<file path="config.mk">
export PLATFORM = sky130hd
export DESIGN_NAME = floor_request_dispatcher_flat
export DESIGN_NICKNAME = d
export VERILOG_FILES = /design/src/rtl/floor_request_dispatcher_if.sv /design/src/rtl/floor_request_dispatcher.sv /design/src/flat_wrapper.sv
export SDC_FILE = /design/constraint.sdc
export NUM_CORES = 1
export LEC_CHECK = 0
export CAP_MARGIN = 20
export CORE_MARGIN = 4
export CORE_UTILIZATION = 55
export DETAILED_ROUTE_END_ITERATION = 6
export GPL_TIMING_DRIVEN = 0
export PLACE_DENSITY = 0.86
export SKIP_CTS_REPAIR_TIMING = 1
export SYNTH_ARGS = -nofsm -noshare
export SYNTH_HDL_FRONTEND = slang
export SYNTH_SLANG_ARGS = --single-unit
</file>
<file path="constraint.sdc">
create_clock -name clk -period 4 [get_ports clk]
set_clock_uncertainty 0.15 [all_clocks]
set_input_delay 0.8 -clock clk [delete_from_list [all_inputs] [get_ports clk]]
set_output_delay 0.8 -clock clk [all_outputs]
set_load 0.01 [all_outputs]
</file>
<file path="src/rtl/floor_request_dispatcher_if.sv">
// Call/dispatch bundle between the floor request dispatcher and its environment.
// master: the dispatcher. It consumes buttons, car position, completion and alerts,
//         and drives the target floor, lamp state, busy and timeout status.
// slave : the environment side (controller, alert system, button panel).
interface floor_request_dispatcher_if;
  logic [3:0] CALL_BUTTONS;     // level button inputs, bit i = floor i
  logic [3:0] CURRENT_FLOOR;    // one-hot car position
  logic       COMPLETE;         // controller arrival report
  logic       DOOR_ALERT;
  logic       WEIGHT_ALERT;
  logic [3:0] REQUESTED_FLOOR;  // one-hot target or 0
  logic [3:0] PENDING;          // latched calls
  logic       BUSY;
  logic       TIMEOUT_ERR;

  modport master (
    input  CALL_BUTTONS, CURRENT_FLOOR, COMPLETE, DOOR_ALERT, WEIGHT_ALERT,
    output REQUESTED_FLOOR, PENDING, BUSY, TIMEOUT_ERR
  );

  modport slave (
    output CALL_BUTTONS, CURRENT_FLOOR, COMPLETE, DOOR_ALERT, WEIGHT_ALERT,
    input  REQUESTED_FLOOR, PENDING, BUSY, TIMEOUT_ERR
  );
endinterface

</file>
<file path="src/rtl/floor_request_dispatcher.sv">
// Floor request dispatcher: latches call-button rising edges into a pending-call
// register, picks the next target floor with a SCAN policy, holds it on
// REQUESTED_FLOOR until the controller reports COMPLETE at that floor, then
// enforces a door dwell before the next selection.
// Ports:
//   clk - system clock
//   rst - asynchronous active-low reset
//   bus - dispatcher side (master) of floor_request_dispatcher_if
module floor_request_dispatcher #(
  parameter int unsigned HOLD_CYCLES    = 4,
  parameter int unsigned TIMEOUT_CYCLES = 1000
) (
  input logic                        clk,
  input logic                        rst,
  floor_request_dispatcher_if.master bus
);

  localparam int unsigned CntMax = (HOLD_CYCLES > TIMEOUT_CYCLES) ? HOLD_CYCLES
                                                                  : TIMEOUT_CYCLES;
  localparam int unsigned CntW = $clog2(CntMax + 1);
  localparam logic [CntW-1:0] HoldLast    = CntW'(HOLD_CYCLES - 1);
  localparam logic [CntW-1:0] TimeoutLast = CntW'(TIMEOUT_CYCLES - 1);

  typedef enum logic [1:0] {StIdle, StSelect, StDispatch, StDwell} state_e;

  state_e          state;
  logic [CntW-1:0] cnt;
  logic [3:0]      btn_sync;
  logic [3:0]      btn_hist;
  logic [3:0]      pending;
  logic [3:0]      req_floor;
  logic            busy;
  logic            timeout_err;
  logic            dir_up;

  logic [3:0] cur;
  logic       pos_valid;
  logic       alert;
  logic [3:0] rise;
  logic       served;
  logic       at_floor;
  logic [1:0] cur_idx;
  logic [3:0] up_tgt;
  logic [3:0] dn_tgt;
  logic [3:0] clr_mask;

  assign cur       = bus.CURRENT_FLOOR;
  assign pos_valid = (cur != 4'd0) && ((cur & (cur - 4'd1)) == 4'd0);
  assign alert     = bus.DOOR_ALERT | bus.WEIGHT_ALERT;
  assign rise      = btn_sync & ~btn_hist;
  assign served    = (state == StDispatch) && bus.COMPLETE && (cur == req_floor);
  assign at_floor  = (state == StSelect) && pos_valid && ((pending & cur) != 4'd0);
  // A clear of a pending bit overrides a same-cycle button edge on that bit.
  assign clr_mask  = served ? req_floor : (at_floor ? cur : 4'd0);

  // Nearest pending floor above (lowest index above) and below (highest index below).
  always_comb begin
    cur_idx = 2'd0;
    up_tgt  = 4'd0;
    dn_tgt  = 4'd0;
    for (int i = 0; i < 4; i++) begin
      if (cur[i]) cur_idx = 2'(i);
    end
    for (int i = 3; i >= 0; i--) begin
      if (pending[i] && (i > int'(cur_idx))) begin
        up_tgt    = 4'd0;
        up_tgt[i] = 1'b1;
      end
    end
    for (int i = 0; i < 4; i++) begin
      if (pending[i] && (i < int'(cur_idx))) begin
        dn_tgt    = 4'd0;
        dn_tgt[i] = 1'b1;
      end
    end
  end

  always_ff @(posedge clk or negedge rst) begin
    if (!rst) begin
      state       <= StIdle;
      cnt         <= '0;
      btn_sync    <= 4'b1111;  // held buttons look already-pressed, so no edge
      btn_hist    <= 4'b1111;
      pending     <= 4'd0;
      req_floor   <= 4'd0;
      busy        <= 1'b0;
      timeout_err <= 1'b0;
      dir_up      <= 1'b1;
    end else begin
      btn_sync <= bus.CALL_BUTTONS;
      btn_hist <= btn_sync;
      pending  <= (pending | rise) & ~clr_mask;

      unique case (state)
        StIdle: begin
          if ((pending != 4'd0) && pos_valid && !alert) state <= StSelect;
        end
        StSelect: begin
          cnt <= '0;
          if (!pos_valid) begin
            state <= StIdle;
          end else if (at_floor) begin
            state <= StDwell;
            busy  <= 1'b1;
          end else if (dir_up && (up_tgt != 4'd0)) begin
            req_floor <= up_tgt;
            state     <= StDispatch;
            busy      <= 1'b1;
          end else if (!dir_up && (dn_tgt != 4'd0)) begin
            req_floor <= dn_tgt;
            state     <= StDispatch;
            busy      <= 1'b1;
          end else if (dir_up && (dn_tgt != 4'd0)) begin
            dir_up    <= 1'b0;
            req_floor <= dn_tgt;
            state     <= StDispatch;
            busy      <= 1'b1;
          end else if (!dir_up && (up_tgt != 4'd0)) begin
            dir_up    <= 1'b1;
            req_floor <= up_tgt;
            state     <= StDispatch;
            busy      <= 1'b1;
          end else begin
            state <= StIdle;
          end
        end
        StDispatch: begin
          if (served) begin
            req_floor <= 4'd0;
            cnt       <= '0;
            state     <= StDwell;
          end else if (cnt == TimeoutLast) begin
            // Abandon the dispatch but keep the call so it is retried later.
            timeout_err <= 1'b1;
            req_floor   <= 4'd0;
            cnt         <= '0;
            state       <= StDwell;
          end else begin
            cnt <= cnt + 1'b1;
          end
        end
        StDwell: begin
          if (alert) begin
            cnt <= '0;
          end else if (cnt == HoldLast) begin
            cnt   <= '0;
            busy  <= 1'b0;
            state <= StIdle;
          end else begin
            cnt <= cnt + 1'b1;
          end
        end
        default: state <= StIdle;
      endcase
    end
  end

  assign bus.REQUESTED_FLOOR = req_floor;
  assign bus.PENDING         = pending;
  assign bus.BUSY            = busy;
  assign bus.TIMEOUT_ERR     = timeout_err;

endmodule

</file>
<file path="src/flat_wrapper.sv">
// flat-port wrapper written by rule: the top's interface ports become plain ports
module floor_request_dispatcher_flat 
#(
  parameter int unsigned HOLD_CYCLES    = 4,
  parameter int unsigned TIMEOUT_CYCLES = 1000
)
  (clk, rst, bus_CALL_BUTTONS, bus_CURRENT_FLOOR, bus_COMPLETE, bus_DOOR_ALERT, bus_WEIGHT_ALERT, bus_REQUESTED_FLOOR, bus_PENDING, bus_BUSY, bus_TIMEOUT_ERR);
  floor_request_dispatcher_if bus_i ();
  input logic clk;
  input logic rst;
  input wire logic [$bits(bus_i.CALL_BUTTONS)-1:0] bus_CALL_BUTTONS;
  input wire logic [$bits(bus_i.CURRENT_FLOOR)-1:0] bus_CURRENT_FLOOR;
  input wire logic [$bits(bus_i.COMPLETE)-1:0] bus_COMPLETE;
  input wire logic [$bits(bus_i.DOOR_ALERT)-1:0] bus_DOOR_ALERT;
  input wire logic [$bits(bus_i.WEIGHT_ALERT)-1:0] bus_WEIGHT_ALERT;
  output wire logic [$bits(bus_i.REQUESTED_FLOOR)-1:0] bus_REQUESTED_FLOOR;
  output wire logic [$bits(bus_i.PENDING)-1:0] bus_PENDING;
  output wire logic [$bits(bus_i.BUSY)-1:0] bus_BUSY;
  output wire logic [$bits(bus_i.TIMEOUT_ERR)-1:0] bus_TIMEOUT_ERR;
  assign bus_i.CALL_BUTTONS = bus_CALL_BUTTONS;
  assign bus_i.CURRENT_FLOOR = bus_CURRENT_FLOOR;
  assign bus_i.COMPLETE = bus_COMPLETE;
  assign bus_i.DOOR_ALERT = bus_DOOR_ALERT;
  assign bus_i.WEIGHT_ALERT = bus_WEIGHT_ALERT;
  assign bus_REQUESTED_FLOOR = bus_i.REQUESTED_FLOOR;
  assign bus_PENDING = bus_i.PENDING;
  assign bus_BUSY = bus_i.BUSY;
  assign bus_TIMEOUT_ERR = bus_i.TIMEOUT_ERR;
  floor_request_dispatcher #(.HOLD_CYCLES(HOLD_CYCLES), .TIMEOUT_CYCLES(TIMEOUT_CYCLES)) u_core (.clk(clk), .rst(rst), .bus(bus_i));
endmodule
</file>
==> flow_metrics.env <==
export IMPL_drt_pass1_iterations=4
export IMPL_power_density_mw_per_mm2=538
export IMPL_synth_edf_count=0
export IMPL_drc=0
export IMPL_grt_setup_unrepaired="false"
export IMPL_num_nets_final=215
export IMPL_grt_overflow=0
export IMPL_rows=19
export IMPL_grt_pass1_wl_mm=6.32
export IMPL_drv_cap=0
export IMPL_layout_drive_gt1_share=0.129
export IMPL_antenna_found_initial=0
export IMPL_viasPerCell=6.17
export IMPL_yosys_register_bits=31
export IMPL_synthesis_nets=188
export IMPL_drtAntennaViolNets=0
export IMPL_syn_instance_count=174
export IMPL_worstHoldStart="u_core.btn_sync[2]$_DFF_PN1_"
export IMPL_first_global_vias=1426
export IMPL_fillers=205
export IMPL_cts_tree="done"
export IMPL_insertion_delay_ps=330
export IMPL_die_area_mm2=0.00401
export IMPL_syn_area_per_cell_um2=9.67
export IMPL_vdd_ir_drop_max_mv=0.312
export IMPL_r2r_start="u_core.state[0]$_DFFE_PN0P_"
export IMPL_place_congestion=0.872
export IMPL_p_leak_nw=0.856
export IMPL_grtUsageTotal=0.200
export IMPL_setup_tns_ps=0
export IMPL_stdcell_area_mm2=0.00199
export IMPL_crit_type="primary input to register"
export IMPL_drt_iter0_markers=85
export IMPL_arrival_ps=2980
export IMPL_yosysTopAreaCellShare=0.327
export IMPL_dp_hpwl_mm=2.76
export IMPL_finalCritPeriodShare=0.729
export IMPL_cts_made_buffers=5
export IMPL_synth_warnings=0
export IMPL_cts_sinks=31
export IMPL_synth_ff_type="dfrtp_1"
export IMPL_fin_crit_ps=2910
export IMPL_multi_input_area_um2=821
export IMPL_start_util=0.595
export IMPL_cts_root_buffer="clkbuf_4"
export IMPL_synthDistinctLibCells=46
export IMPL_start_kind="primary input"
export IMPL_crit_start="bus_CURRENT_FLOOR[2]"
export IMPL_critPathCaptureType="register"
export IMPL_routedWlPerCell_um=15.8
export IMPL_core_mm2=0.00283
export IMPL_fmax_ghz=0.343
export IMPL_worst_pin_slew_ps=847
export IMPL_crit_path_max_fanout=10
export IMPL_pin_count=23
export IMPL_die_width_um=63.3
export IMPL_setup_violations=0
export IMPL_maxSlewHeadroom=0.434
export IMPL_grt_max_degree=18
export IMPL_ff_latch_area_um2=787
export IMPL_placed_cell_area_mm2=0.00194
export IMPL_synthesis_area_mm2=0.00168
export IMPL_yosys_top_cells_area="dfrtp_1 33%, dfstp_2 14%, o21ai_0 3.3%"
export IMPL_final_hold_violation_count=0
export IMPL_wirelength_mm=3.68
export IMPL_power_w=0.00107
export IMPL_fp_dieH_um=63.3
export IMPL_htreeDepth=2
export IMPL_diodes=0
export IMPL_maxSlewViolCount=0
export IMPL_vias=1438
export IMPL_area_growth_pct=18.2
export IMPL_hold_class="register to register"
export IMPL_yosysTopAreaCell="dfrtp_1"
export IMPL_ys_seq_area_frac=0.468
export IMPL_outcome="finished, final reports clean"
export IMPL_clock_path_buffers=2
export IMPL_synthArstFlopShare=1.00
export IMPL_port_buffer_count=19
export IMPL_clk_pin_slew_ps=90
export IMPL_crit_required_ps=4070
cell usage after synthesis, types with 2 or more instances:
cell type  count
a211o_1        3
a211oi_1       3
a21o_1         4
a21oi_1        7
a221oi_1       6
and3_1         2
clkbuf_1       7
dfrtp_1       22
dfstp_2        9
inv_1          9
mux2_1         2
mux2i_1        3
nand2_1       14
nand2b_1       6
nand3_1        7
nor2_1        13
nor2b_1        3
nor3_1         8
nor3b_1        2
nor4b_1        2
o21a_1         2
o21ai_0       11
xnor2_1        4
xor2_1         3
state kept, by name, summed over array words and instances (netlist names), named ones only:
signal / cells
u_core.btn_hist: 4
u_core.btn_sync: 4
u_core.bus.BUSY: 1
u_core.bus.PENDING: 4
u_core.bus.REQUESTED_FLOOR: 4
u_core.bus.TIMEOUT_ERR: 1
u_core.cnt: 10
u_core.dir_up: 1
u_core.state: 1
per-layer routing:
layer / global-route usage / part of all wire / wire (um)
met1: 0.240 / 0.43 / 1590
met2: 0.335 / 0.49 / 1800
met3: 0.0533 / 0.062 / 227
met4: 0.0889 / 0.015 / 56
met5: 0 / 0 / 0
path summary, 6_finish.rpt:
check	endpoint	slack [ps]	depth (start not counted)
min reg2reg	u_core.btn_hist[2]$_DFF_PN1_	220	0
max	u_core.bus.REQUESTED_FLOOR[3]$_DFFE_PN0P_	1090	8
max in group asynchronous	u_core.btn_sync[2]$_DFF_PN1_	2310	2
min	u_core.btn_hist[2]$_DFF_PN1_	220	0
min in group asynchronous	u_core.cnt[4]$_DFFE_PN0P_	760	1
max reg2reg	u_core.cnt[6]$_DFFE_PN0P_	1400	7
critical path, cell delays in order:
cell,delay [ps]
clkdlybuf4s50_1,540
clkbuf_1,350
nor2_1,70
a211o_1,330
nand3b_1,150
nand2b_1,150
o21a_1,250
mux2_1,350
layout make-up:
type / count / area share
Buffer: 8 / 0.0208
Clock buffer: 7 / 0.0226
Clock inverter: 1 / 0.00252
Inverter: 9 / 0.0170
Multi-Input combinational cell: 126 / 0.413
Sequential cell: 31 / 0.396
Tap cell: 31 / 0.0195
Timing Repair Buffer: 20 / 0.109
report_power, final:
group          switching (W)  total (W)  internal [W]
clock network       0.000105   0.000173     0.0000684
logic               0.000220   0.000428      0.000209
registers          0.0000829   0.000469      0.000386
total               0.000407    0.00107      0.000663
through the flow:
stage / instances / setup WS, ps / util / hold slack (ps)
final: 233 / 1090 / 0.703 / 215
after global placement: 224 / 750 / 0.676 / 206
after floorplan: 174 / 1340 / - / 204
after CTS: 233 / 1110 / 0.703 / 221
after global routing: 233 / 977 / 0.703 / 221
after detailed placement: 225 / 752 / 0.686 / 208
placed cells by master (no fill, tap or decap), types with 3 or more instances in the layout:
cell,netlist,layout
mux2i_1,3,3
a211o_1,3,3
nor3_1,8,8
dfrtp_1,22,22
nand2_1,14,14
a211oi_1,3,3
nor2b_1,3,3
clkbuf_4,0,5
xnor2_1,4,4
nand2b_1,6,6
xor2_1,3,3
clkdlybuf4s50_1,0,19
nor2_1,13,13
o21ai_0,11,11
a21o_1,4,4
clkbuf_1,7,9
inv_1,9,9
a21oi_1,7,7
a221oi_1,6,6
nand3_1,7,7
dfstp_2,9,9
cell families after synthesis:
group,after synthesis,share of synthesized area
XOR/XNOR,7,0.0364
AND/OR/NAND/NOR,69,0.229
buffers and inverters,17,0.0446
multiplexers,5,0.0312
adder cells (fa/ha/maj),1,0.00743
AO/OA/AOI/OAI,44,0.184
flip-flops,31,0.468
(Power assumes the default switching activity.)
